==> config.mk <==
export PLATFORM = sky130hd
export DESIGN_NAME = hamming74_serial_encoder
export DESIGN_NICKNAME = d
export VERILOG_FILES = /design/src/rtl/hamming_pkg.sv /design/src/rtl/hamming74_parity_gen.sv /design/src/rtl/hamming74_serial_encoder.sv
export SDC_FILE = /design/constraint.sdc
export NUM_CORES = 1
export LEC_CHECK = 0
export BUFFER_PORTS_ARGS = -buffer_cell sky130_fd_sc_hd__buf_2
export CAP_MARGIN = 40
export CORE_MARGIN = 3
export CORE_UTILIZATION = 55
export DETAILED_ROUTE_END_ITERATION = 8
export PLACE_DENSITY = 0.74
export SLEW_MARGIN = 30
export SYNTH_ARGS = -nofsm -noshare
export SYNTH_HDL_FRONTEND = slang
export SYNTH_SLANG_ARGS = --single-unit
==> constraint.sdc <==
create_clock -name clk -period 2.6 [get_ports clk]
set_input_delay 0.39 -clock clk [delete_from_list [all_inputs] [get_ports clk]]
set_output_delay 0.39 -clock clk [all_outputs]
set_load 0.05 [all_outputs]
==> src/rtl/hamming_pkg.sv <==
// Shared Hamming(7,4) definitions: FSM states, widths, codeword positions and parity.
// Data vectors are packed d1 in bit 0 through d4 in bit 3.
package hamming_pkg;

    localparam int unsigned DATA_W = 4;
    localparam int unsigned CODE_W = 7;
    localparam int unsigned PAR_W  = 3;
    localparam int unsigned CNT_W  = 3;

    // Codeword bit index = position - 1.
    localparam int unsigned POS_P1 = 0;
    localparam int unsigned POS_P2 = 1;
    localparam int unsigned POS_D1 = 2;
    localparam int unsigned POS_P4 = 3;
    localparam int unsigned POS_D2 = 4;
    localparam int unsigned POS_D3 = 5;
    localparam int unsigned POS_D4 = 6;

    typedef enum logic [2:0] {
        IDLE   = 3'd0,
        LOAD   = 3'd1,
        ENCODE = 3'd2,
        SEND   = 3'd3,
        DONE   = 3'd4
    } state_e;

    // Returns {p4, p2, p1} with even parity; the decoder reuses this for its syndrome.
    function automatic logic [PAR_W-1:0] hamming74_parity(input logic [DATA_W-1:0] d);
        logic p1;
        logic p2;
        logic p4;
        p1 = d[0] ^ d[1] ^ d[3];
        p2 = d[0] ^ d[2] ^ d[3];
        p4 = d[1] ^ d[2] ^ d[3];
        return {p4, p2, p1};
    endfunction

endpackage

==> src/rtl/hamming74_parity_gen.sv <==
// Combinational Hamming(7,4) codeword builder: 4 data bits to positions p1 p2 d1 p4 d2 d3 d4.
module hamming74_parity_gen
    import hamming_pkg::*;
#(
    parameter bit ODD_PARITY = 1'b0
) (
    input  logic [DATA_W-1:0] data_i,
    output logic [CODE_W-1:0] code_c
);

    logic [PAR_W-1:0] par_c;

    always_comb begin
        par_c          = hamming74_parity(data_i) ^ {PAR_W{ODD_PARITY}};
        code_c         = '0;
        code_c[POS_P1] = par_c[0];
        code_c[POS_P2] = par_c[1];
        code_c[POS_D1] = data_i[0];
        code_c[POS_P4] = par_c[2];
        code_c[POS_D2] = data_i[1];
        code_c[POS_D3] = data_i[2];
        code_c[POS_D4] = data_i[3];
    end

endmodule

==> src/rtl/hamming74_serial_encoder.sv <==
// Serial Hamming(7,4) transmitter: shifts in 4 data bits, encodes, then streams
// the 7-bit codeword under tx_ready backpressure. Outputs are registered from next state.
module hamming74_serial_encoder
    import hamming_pkg::*;
#(
    parameter bit POS1_FIRST = 1'b1,
    parameter bit ODD_PARITY = 1'b0
) (
    input  logic clk,
    input  logic counter_reset_n,
    input  logic start,
    input  logic data_in,
    input  logic tx_ready,
    output logic ready,
    output logic shift,
    output logic tx_valid,
    output logic tx_bit,
    output logic done
);

    state_e              state_q, state_d;
    logic [CNT_W-1:0]    count_q, count_d;
    logic [DATA_W-1:0]   data_q, data_d;
    logic [CODE_W-1:0]   code_q, code_d;
    logic [CODE_W-1:0]   code_c;
    logic [CNT_W-1:0]    tx_idx_c;
    logic                ready_q, shift_q, tx_valid_q, tx_bit_q, done_q;
    logic                ready_d, shift_d, tx_valid_d, tx_bit_d, done_d;

    hamming74_parity_gen #(
        .ODD_PARITY (ODD_PARITY)
    ) u_parity_gen (
        .data_i (data_q),
        .code_c (code_c)
    );

    // Next-state logic; each input is only looked at in the state that owns it.
    always_comb begin
        state_d = state_q;
        count_d = count_q;
        data_d  = data_q;
        code_d  = code_q;
        unique case (state_q)
            IDLE: begin
                if (start) begin
                    state_d = LOAD;
                    count_d = '0;
                end
            end
            LOAD: begin
                data_d[count_q[1:0]] = data_in;
                if (count_q == CNT_W'(DATA_W - 1)) begin
                    state_d = ENCODE;
                    count_d = '0;
                end else begin
                    count_d = count_q + CNT_W'(1);
                end
            end
            ENCODE: begin
                code_d  = code_c;
                state_d = SEND;
                count_d = '0;
            end
            SEND: begin
                if (tx_ready) begin
                    if (count_q == CNT_W'(CODE_W - 1)) begin
                        state_d = DONE;
                        count_d = '0;
                    end else begin
                        count_d = count_q + CNT_W'(1);
                    end
                end
            end
            DONE: begin
                state_d = IDLE;
                count_d = '0;
            end
            default: begin
                state_d = IDLE;
                count_d = '0;
            end
        endcase
    end

    // Output decode from next state so the ports come straight from flops.
    always_comb begin
        tx_idx_c   = POS1_FIRST ? count_d : (CNT_W'(CODE_W - 1) - count_d);
        ready_d    = (state_d == IDLE);
        shift_d    = (state_d == LOAD);
        tx_valid_d = (state_d == SEND);
        done_d     = (state_d == DONE);
        tx_bit_d   = (state_d == SEND) ? code_d[tx_idx_c] : 1'b0;
    end

    always_ff @(posedge clk or negedge counter_reset_n) begin
        if (!counter_reset_n) begin
            state_q    <= IDLE;
            count_q    <= '0;
            data_q     <= '0;
            code_q     <= '0;
            ready_q    <= 1'b1;
            shift_q    <= 1'b0;
            tx_valid_q <= 1'b0;
            tx_bit_q   <= 1'b0;
            done_q     <= 1'b0;
        end else begin
            state_q    <= state_d;
            count_q    <= count_d;
            data_q     <= data_d;
            code_q     <= code_d;
            ready_q    <= ready_d;
            shift_q    <= shift_d;
            tx_valid_q <= tx_valid_d;
            tx_bit_q   <= tx_bit_d;
            done_q     <= done_d;
        end
    end

    assign ready    = ready_q;
    assign shift    = shift_q;
    assign tx_valid = tx_valid_q;
    assign tx_bit   = tx_bit_q;
    assign done     = done_q;

endmodule

==> flow_metrics.env <==
export IMPL_status="complete, no violations"
export IMPL_cts_sinks=22
export IMPL_vdd_drop_max_mv=0.8206
export IMPL_first_global_vias=746
export IMPL_routedWlPerCell_um=15.21
export IMPL_layout_commonest_cell="dfrtp_1"
export IMPL_start_util_pct=59.15
export IMPL_row_count=16
export IMPL_grt_pass1_wl_mm=3.519
export IMPL_yosysTopAreaCellShare_pct=44.82
export IMPL_antenna_cells=0
export IMPL_ys_ff_latch=22
export IMPL_synthCells=102
export IMPL_drt_iter0_drc=31
export IMPL_synthTopCellsByArea="dfrtp_1 45%, mux2_2 12%, ha_1 6.4%"
export IMPL_pwr_share_comb_pct=51.0
export IMPL_place_ws_ps=379.8
export IMPL_reg2reg_depth=8
export IMPL_layout_common_cells="21 x dfrtp_1, 12 x mux2_2, 10 x inv_1"
export IMPL_path_clk_slew_ps=130
export IMPL_place_gp_congestion=0.9848
export IMPL_path_max_fanout=6
export IMPL_criticalPathCategory="reg -> reg"
export IMPL_post_dp_hpwl_mm=1.635
export IMPL_final_setup_tns_ps=0
export IMPL_async_flop_share_pct=100.0
export IMPL_first_pass_iters=4
export IMPL_die_h_um=52.17
export IMPL_grt_usage_pct=18.14
export IMPL_drv_cap=0
export IMPL_startpoint_type="flip-flop"
export IMPL_p_leak_nw=0.5894
export IMPL_fin_ws_ps=355.9
export IMPL_insertion_delay_ps=310
export IMPL_p_seq_share_pct=34.5
export IMPL_grt_overflow=0
export IMPL_cts_hold_buf=0
export IMPL_seq_area_frac_synth_pct=47.07
export IMPL_drive_gt1_share_pct=27.19
export IMPL_required_ps=2830
export IMPL_wl_mm=2.144
export IMPL_cts_setup_buffers=0
export IMPL_ctsResizeCount=0
export IMPL_synth_edff_count=0
export IMPL_end_kind="flip-flop"
export IMPL_drc=0
export IMPL_max_slew_margin_pct=67.73
export IMPL_max_freq_ghz=0.4456
export IMPL_grt_start_max_net_pins=23
export IMPL_crit_arrival_ps=2470
export IMPL_htree_levels=1
export IMPL_nets=126
export IMPL_clock_skew_ps=5.635
export IMPL_core_area_um2=1982
export IMPL_reg2reg_to="tx_bit"
export IMPL_power_density_nw_per_um2=1409
export IMPL_clockBufferDepth=2
export IMPL_syn_nets=113
export IMPL_intPower_mw=1.073
export IMPL_synth_top_cell_by_area="dfrtp_1"
export IMPL_io_pin_count=10
export IMPL_synthFlopType="dfrtp_1"
export IMPL_cts_root_buf="clkbuf_4"
export IMPL_antenna_found_initial=0
export IMPL_min_period_ps=2244
export IMPL_hold_violations=0
export IMPL_rsz0062_at_grt="false"
export IMPL_die_x_um=52.17
export IMPL_areaGrowthSynthToFinish_pct=9.926
export IMPL_postLayoutCoreUtil_pct=65.03
export IMPL_viasPerCell=5.582
export IMPL_die_area_um2=2722
export IMPL_p_switching_mw=0.7422
export IMPL_avgSynthCellArea_um2=11.49
export IMPL_worstReg2RegStart="count_q[0]"
export IMPL_clkPwrFrac_pct=14.5
export IMPL_rrSetupSlack_ps=360
export IMPL_p_sw_share_pct=40.88
export IMPL_ys_types=32
export IMPL_vias=787
export IMPL_cts_buffers=3
export IMPL_drv_slew=0
export IMPL_fin_hold_ws_ps=15.47
export IMPL_min_path_type="in -> async"
export IMPL_ant_nets=0
export IMPL_finalSetupViolCount=0
export IMPL_tightest_slew_ps=484.0
export IMPL_stdcell_area_um2=1289
export IMPL_cts_tree="done"
export IMPL_netlist_area_um2=1172
export IMPL_placed_area_um2=1236
export IMPL_synth_yosys_warnings=0
export IMPL_io_buffers=9
export IMPL_period_share_pct=86.31
[cell usage after synthesis, types with 2 or more instances]
cell type / count
nor2b_1: 3
mux2_2: 12
dfrtp_1: 21
nand2_1: 9
a311oi_1: 2
mux2i_1: 2
nor3_1: 3
o21ai_0: 3
nor2_1: 4
nand2b_1: 2
inv_1: 10
a21oi_1: 2
ha_1: 6
xnor2_1: 2
buf_6: 2
xor2_1: 3
[registers in the layout (all words and copies together) (netlist names)]
name      flops
data_q        4
tx_bit        1
code_q        7
done          1
count_q       3
state_q       3
ready         1
tx_valid      1
shift         1
[cell type report]
cell class	instances	area [um2]
fillers	155	693.2
multi-input cells	67	553.0
flip-flops and latches	22	551.8
repair buffers	11	60.06
inverters	10	37.54
well taps	27	33.78
clock inverters	1	30.03
clock buffers	3	22.52
[critical path, stage by stage (launching register included)]
cell and delay (ps):
dfrtp_1 500, ha_1 270, ha_1 190, nor2b_1 80
a221oi_4 350, nor2_4 80, mux2i_1 150, mux2_2 280
a211oi_1 250
[power by group through the flow]
stage / Sequential, mW / Combinational, mW / Clock [mW]
floorplan: 0.672 / 0.695 / 0
global placement: 0.628 / 0.893 / 0
detailed placement: 0.633 / 0.927 / 0
CTS: 0.625 / 0.931 / 0.266
global route: 0.650 / 1.02 / 0.275
finish: 0.626 / 0.926 / 0.264
[per-layer routing]
metal	up-vias	part of all wire [%]	global-route usage (%)
li1	376	-	-
met5	-	0	0
met3	4	5.4	4.274
met2	22	46	27.20
met4	0	1.4	8.085
met1	385	47	24.91
[through the flow]
stage	power [mW]	std cells
after global routing	1.948	141
after detailed placement	1.560	137
after floorplan	1.367	102
final	1.815	141
after CTS	1.822	141
after global placement	1.521	137
[worst max-delay path by stage]
| stage | slack [ps] | from | endpoint | depth (start not counted) |
|---|---|---|---|---|
| after global routing | 170 | count_q[0] | tx_bit | 8 |
| after CTS | 370 | count_q[0] | tx_bit | 8 |
| after detailed placement | 380 | count_q[0] | tx_bit | 8 |
| after floorplan | 610 | count_q[0] | tx_bit | 7 |
| final | 360 | count_q[0] | tx_bit | 8 |
| after global placement | 430 | count_q[0] | tx_bit | 7 |
[cells by family after synthesis]
group           count (synthesis)  share of synthesized area, %
mux                            14                         13.23
simple gates                   28                         13.66
compound gates                 14                         10.14
fa+ha+maj                       6                         6.403
buf+inv                        13                         5.764
xor+xnor                        5                         3.736
flops                          22                         47.07
Note: power is estimated with default switching activity, not from simulation.
